`src/rtl/zigzag_bram_writer_if.sv`:
```
// Stream, BRAM port A and block handshake bundle for zigzag_bram_writer.
// total_coeff exists only when NZ_COUNT_EN is defined.
interface zigzag_bram_writer_if #(
    parameter int addrWIDTH = 4,
    parameter int WIDTH     = 9
);
    logic                 in_valid;
    logic                 in_ready;
    logic [WIDTH-1:0]     in_data;
    logic                 in_last;
    logic                 ena;
    logic                 wea;
    logic [addrWIDTH-1:0] addra;
    logic [WIDTH-1:0]     dia;
    logic                 blk_valid;
    logic                 blk_ack;
    logic                 err;
`ifdef NZ_COUNT_EN
    logic [4:0]           total_coeff;
`endif

    modport master (
        output in_valid, in_data, in_last, blk_ack,
        input  in_ready, ena, wea, addra, dia, blk_valid, err
`ifdef NZ_COUNT_EN
        , input total_coeff
`endif
    );

    modport slave (
        input  in_valid, in_data, in_last, blk_ack,
        output in_ready, ena, wea, addra, dia, blk_valid, err
`ifdef NZ_COUNT_EN
        , output total_coeff
`endif
    );
endinterface

```
`src/rtl/zigzag_bram_writer.sv`:
```
// Inverse-zigzag writer: zigzag-ordered coefficients -> raster BRAM port A.
// Optional NZ_COUNT_EN adds a nonzero-coefficient counter (total_coeff).
module zigzag_bram_writer #(
    parameter int addrWIDTH = 4,
    parameter int WIDTH     = 9,
    parameter int DEPTH     = 16
) (
    input  logic               clk,
    input  logic               rst,
    zigzag_bram_writer_if.slave bus
);
    typedef enum logic [1:0] {ACCEPT, FILL, WAIT1, HOLD} state_t;

    localparam logic [3:0] LAST_IDX = 4'(DEPTH - 1);

    state_t               state_q, state_d;
    logic [3:0]           idx_q, idx_d;
    logic                 ena_q, ena_d;
    logic                 wea_q, wea_d;
    logic [addrWIDTH-1:0] addra_q, addra_d;
    logic [WIDTH-1:0]     dia_q, dia_d;
    logic                 blk_valid_q, blk_valid_d;
    logic                 err_q, err_d;
`ifdef NZ_COUNT_EN
    logic [4:0]           nz_q, nz_d;
`endif

    function automatic logic [3:0] zz(input logic [3:0] i);
        logic [3:0] r;
        case (i)
            4'd0:    r = 4'd0;
            4'd1:    r = 4'd1;
            4'd2:    r = 4'd4;
            4'd3:    r = 4'd8;
            4'd4:    r = 4'd5;
            4'd5:    r = 4'd2;
            4'd6:    r = 4'd3;
            4'd7:    r = 4'd6;
            4'd8:    r = 4'd9;
            4'd9:    r = 4'd12;
            4'd10:   r = 4'd13;
            4'd11:   r = 4'd10;
            4'd12:   r = 4'd7;
            4'd13:   r = 4'd11;
            4'd14:   r = 4'd14;
            default: r = 4'd15;
        endcase
        return r;
    endfunction

    assign bus.in_ready  = (state_q == ACCEPT);
    assign bus.ena       = ena_q;
    assign bus.wea       = wea_q;
    assign bus.addra     = addra_q;
    assign bus.dia       = dia_q;
    assign bus.blk_valid = blk_valid_q;
    assign bus.err       = err_q;
`ifdef NZ_COUNT_EN
    assign bus.total_coeff = nz_q;
`endif

    // Next state, write port and block handshake outputs
    always_comb begin
        state_d     = state_q;
        idx_d       = idx_q;
        ena_d       = 1'b0;
        wea_d       = 1'b0;
        addra_d     = addra_q;
        dia_d       = dia_q;
        blk_valid_d = 1'b0;
        err_d       = 1'b0;
`ifdef NZ_COUNT_EN
        nz_d        = nz_q;
`endif
        unique case (state_q)
            ACCEPT: begin
                if (bus.in_valid) begin
                    ena_d   = 1'b1;
                    wea_d   = 1'b1;
                    addra_d = addrWIDTH'(zz(idx_q));
                    dia_d   = bus.in_data;
`ifdef NZ_COUNT_EN
                    if (bus.in_data != '0) nz_d = nz_q + 5'd1;
`endif
                    if (idx_q == LAST_IDX) begin
                        state_d = WAIT1;
                        err_d   = ~bus.in_last;
                    end else begin
                        idx_d = idx_q + 4'd1;
                        if (bus.in_last) state_d = FILL;
                    end
                end
            end
            FILL: begin
                ena_d   = 1'b1;
                wea_d   = 1'b1;
                addra_d = addrWIDTH'(zz(idx_q));
                dia_d   = '0;
                if (idx_q == LAST_IDX) state_d = WAIT1;
                else idx_d = idx_q + 4'd1;
            end
            WAIT1: begin
                state_d = HOLD;
            end
            HOLD: begin
                if (bus.blk_ack) begin
                    state_d = ACCEPT;
                    idx_d   = 4'd0;
`ifdef NZ_COUNT_EN
                    nz_d    = 5'd0;
`endif
                end else begin
                    blk_valid_d = 1'b1;
                end
            end
            default: state_d = ACCEPT;
        endcase
    end

    // State and registered outputs
    always_ff @(posedge clk or negedge rst) begin
        if (!rst) begin
            state_q     <= ACCEPT;
            idx_q       <= 4'd0;
            ena_q       <= 1'b0;
            wea_q       <= 1'b0;
            addra_q     <= '0;
            dia_q       <= '0;
            blk_valid_q <= 1'b0;
            err_q       <= 1'b0;
`ifdef NZ_COUNT_EN
            nz_q        <= 5'd0;
`endif
        end else begin
            state_q     <= state_d;
            idx_q       <= idx_d;
            ena_q       <= ena_d;
            wea_q       <= wea_d;
            addra_q     <= addra_d;
            dia_q       <= dia_d;
            blk_valid_q <= blk_valid_d;
            err_q       <= err_d;
`ifdef NZ_COUNT_EN
            nz_q        <= nz_d;
`endif
        end
    end
endmodule

```
`src/flat_wrapper.sv`:
```
// flat-port wrapper written by rule: the top's interface ports become plain ports
module zigzag_bram_writer_flat 
#(
    parameter int addrWIDTH = 4,
    parameter int WIDTH     = 9,
    parameter int DEPTH     = 16
)
  (clk, rst, bus_in_valid, bus_in_data, bus_in_last, bus_blk_ack, bus_in_ready, bus_ena, bus_wea, bus_addra, bus_dia, bus_blk_valid, bus_err);
  zigzag_bram_writer_if #(.addrWIDTH(addrWIDTH), .WIDTH(WIDTH)) bus_i ();
  input  logic clk;
  input  logic rst;
  input wire logic [$bits(bus_i.in_valid)-1:0] bus_in_valid;
  input wire logic [$bits(bus_i.in_data)-1:0] bus_in_data;
  input wire logic [$bits(bus_i.in_last)-1:0] bus_in_last;
  input wire logic [$bits(bus_i.blk_ack)-1:0] bus_blk_ack;
  output wire logic [$bits(bus_i.in_ready)-1:0] bus_in_ready;
  output wire logic [$bits(bus_i.ena)-1:0] bus_ena;
  output wire logic [$bits(bus_i.wea)-1:0] bus_wea;
  output wire logic [$bits(bus_i.addra)-1:0] bus_addra;
  output wire logic [$bits(bus_i.dia)-1:0] bus_dia;
  output wire logic [$bits(bus_i.blk_valid)-1:0] bus_blk_valid;
  output wire logic [$bits(bus_i.err)-1:0] bus_err;
  assign bus_i.in_valid = bus_in_valid;
  assign bus_i.in_data = bus_in_data;
  assign bus_i.in_last = bus_in_last;
  assign bus_i.blk_ack = bus_blk_ack;
  assign bus_in_ready = bus_i.in_ready;
  assign bus_ena = bus_i.ena;
  assign bus_wea = bus_i.wea;
  assign bus_addra = bus_i.addra;
  assign bus_dia = bus_i.dia;
  assign bus_blk_valid = bus_i.blk_valid;
  assign bus_err = bus_i.err;
  zigzag_bram_writer #(.addrWIDTH(addrWIDTH), .WIDTH(WIDTH), .DEPTH(DEPTH)) u_core (.clk(clk), .rst(rst), .bus(bus_i));
endmodule
```
`config.mk`:
```
export PLATFORM = sky130hd
export DESIGN_NAME = zigzag_bram_writer_flat
export DESIGN_NICKNAME = d
export VERILOG_FILES = /design/src/rtl/zigzag_bram_writer_if.sv /design/src/rtl/zigzag_bram_writer.sv /design/src/flat_wrapper.sv
export SDC_FILE = /design/constraint.sdc
export NUM_CORES = 1
export LEC_CHECK = 0
export ABC_AREA = 0
export CAP_MARGIN = 40
export CORE_MARGIN = 4
export CORE_UTILIZATION = 44
export CTS_CLUSTER_DIAMETER = 30
export DETAILED_ROUTE_END_ITERATION = 10
export PLACE_DENSITY_LB_ADDON = 0.3
export SYNTH_ARGS = -nofsm -noshare
export SYNTH_HDL_FRONTEND = slang
export SYNTH_SLANG_ARGS = --single-unit
export TNS_END_PERCENT = 100
```
`constraint.sdc`:
```
create_clock -name clk -period 1.8 [get_ports clk]
set_clock_uncertainty 0.2 [all_clocks]
set_input_delay 0.27 -clock clk [delete_from_list [all_inputs] [get_ports clk]]
set_output_delay 0.27 -clock clk [all_outputs]
set_load 0.03 [all_outputs]
```
==> results.txt <==
Status = completed
Cell taking the most area after synthesis = dfrtp_1
Vias post-DR = 1,083
First-pass GRT wire length = 4.698 mm
Slowest stage delay, CP = 0.43 ns
Kind of critical path = register to register
Clock tree root buffer cell = clkbuf_4
Min Tclk post-route = 1.745 ns
Worst setup EP type = register
Final setup viols = 0
Clk Latency, worst-skew pair = 0.32 ns
Die height = 61.91 um
Final nets = 195
Die ar. = 0.003833 sq mm
Crit path max fanout = 5
Crit path required time = 1.82 ns
Ys Warns = 0
Crit path DAT = 1.76 ns
Yosys reg bits = 22
Num CTS Buffers = 3
Drt total wl = 2.911 mm
ANT cells = 0
Finished Cell Area = 0.001710 sq mm
Post-synth EDFFs = 0
WL/cell = 14.70 um
Largest net degree at the start of global routing = 23
FFs w/ async S/R, synth = 100.0%
GPL Wtd Cong = 0.7898
I/O pins = 32
Post-synth top flop = dfrtp_1
Post-layout util = 62.02%
CP bufs+invs = 1
Rows = 19
Crit path cell chain = inv_2 > ha_1 > o21ai_0 > a21oi_1 > a21o_1
Area growth, synth to finish = 33.76%
Antenna violations before repair = 0
Post-synthesis cell type count = 38
Crit path max-delay family = compound AO/OA/AOI/OAI gates
First-pass DRT Iterations = 4
Top area cells in the synthesized netlist = dfrtp_1 (43%), ha_1 (13%), a22oi_1 (5.3%)
Htree depth = 1
Hold slack = 0.08051 ns
Placed inst area = 0.001633 sq mm
CTS Sinks = 22
Cell Area, Synth = 0.001279 sq mm
# fillers = 231
Port bufs = 31
Vias in the first global route = 1,064
DRC Markers = 0
Slowest-stage cell, CP = dfrtp_1
Detailed Route Iter0 Violations = 32
Slew at the pin with the worst max-slew slack = 0.3643 ns
Sequential fraction of the synthesis area = 43.05%
Final worst-path cycle share = 96.93%
Worst hold path class = input pin to asynchronous set/reset pin
Syn Inst Count = 129
Leakage = 0.8111 nW
Overflow after GRT = 0
Hpwl dp = 2.169 mm
Max Freq = 0.5732 GHz
Clock Path Buffers = 2
Hold Buf Count CTS = 0
Final Max Slew Viols = 0
CP Launch Type = register
Core Area = 0.002758 sq mm
Gr usage total = 16.46%
Count leader, synth = dfrtp_1
Top-area cell type share of the netlist area = 43.05%
Post-synth top cells = dfrtp_1 (22), nand2_1 (16), ha_1 (13)
Max-Cap Viols = 0
Detail Route Antenna Nets = 0
Syn Area/Cell = 9.913 sq um
Starting Density = 46.37%
CTS tree = built
Slew Limit Headroom = 75.71%
Final Hold Viols = 0
Max IR drop VDD = 0.001313 V
Die Wd = 61.91 um
Vias per cell = 5.470
PwrDens = 1930 mW/mm^2
Mapped Nets = 156
Worst-path clk slew = 0.13 ns
Share of cells above drive strength 1 = 20.36%
-- report_power, final --
part           total [W]  leakage (nW)  switching, W  internal [W]
sequential      0.000928         0.284      0.000209      0.000718
combinational    0.00199         0.499       0.00115      0.000837
clock           0.000385        0.0279      0.000160      0.000225
total            0.00330         0.811       0.00152       0.00178
-- kinds of logic after synthesis --
| logic type | count (synthesis) | share of synthesized area [%] |
|---|---|---|
| DFF | 22 | 43.05 |
| buffers and inverters | 15 | 5.772 |
| and+or+nand+nor | 32 | 14.87 |
| adders and majority gates | 13 | 12.72 |
| xor gates and xnor gates | 1 | 0.6851 |
| AOI/OAI and AO/OA | 45 | 21.72 |
| muxes | 1 | 1.174 |
-- routing by layer --
metal | share of wire [%] | up-vias | track usage [%]
met2 | 52 | 28 | 27.95
li1 | - | 529 | -
met3 | 4.4 | 6 | 3.926
met5 | 0 | - | 0
met1 | 42 | 520 | 20.54
met4 | 1.6 | 0 | 5.455
-- repair_timing --
item	4_1_cts	5_1_grt
buffers inserted	0	3
setup endpoints to repair	22	11
resized for setup	18	7
-- path summary, 6_finish.rpt --
check	from	end	slack [ns]	cells past startpoint
worst max register to register	u_core.state_q[1]$_DFFE_PN0P_	u_core.state_q[1]$_DFFE_PN0P_	0.06	5
worst min register to register	u_core.bus.addra[3]$_DFFE_PN0P_	u_core.bus.addra[3]$_DFFE_PN0P_	0.29	2
worst min-delay path	rst	u_core.bus.dia[0]$_DFFE_PN0P_	0.08	2
min in group clk	u_core.bus.addra[3]$_DFFE_PN0P_	u_core.bus.addra[3]$_DFFE_PN0P_	0.29	2
max in group asynchronous	rst	u_core.idx_q[0]$_DFFE_PN0P_	1.08	2
worst max-delay path	u_core.state_q[1]$_DFFE_PN0P_	u_core.state_q[1]$_DFFE_PN0P_	0.06	5
-- flip-flops by register name, indices dropped and copies added, names as in the netlist --
| name | cells |
|---|---|
| u_core.bus.addra | 4 |
| u_core.bus.blk_valid | 1 |
| u_core.bus.dia | 9 |
| u_core.bus.err | 1 |
| u_core.bus.wea | 1 |
| u_core.idx_q | 4 |
| u_core.state_q | 2 |
-- placed cells by master (no fill, tap or decap), drive strengths merged, types with 3 or more instances in the layout --
cell type / netlist / final
clkbuf: 0 / 3
nor3: 3 / 3
o21ai: 21 / 21
clkdlybuf4s50: 0 / 13
nand2: 16 / 16
inv: 9 / 9
a21oi: 6 / 6
buf: 6 / 10
dfrtp: 22 / 22
ha: 13 / 13
a22oi: 9 / 9
dlygate4sd2: 0 / 17
-- final cells by class --
| type | count | area (sq um) | share of cell area, % |
|---|---|---|---|
| clock inverters | 1 | 30.03 | 1.756 |
| well taps | 31 | 38.79 | 2.268 |
| multi-input cells | 92 | 678.2 | 39.65 |
| flip-flops and latches | 22 | 553.0 | 32.33 |
| inverters | 9 | 33.78 | 1.975 |
| repair buffers | 40 | 354.1 | 20.70 |
| clock buffers | 3 | 22.52 | 1.317 |
-- metrics by stage --
step | power (W) | worst slack [ns] | cells | setup TNS [ns]
after global placement | 0.002845 | 0.06023 | 191 | 0
final | 0.003301 | 0.05533 | 198 | 0
after global routing | 0.003590 | -0.01168 | 198 | -0.01168
after floorplan | 0.002277 | 0.06496 | 129 | 0
after CTS | 0.003210 | 0.01022 | 195 | 0
after detailed placement | 0.002933 | -0.03436 | 191 | -0.07926
No activity file was read; power rests on OpenSTA's default activity.
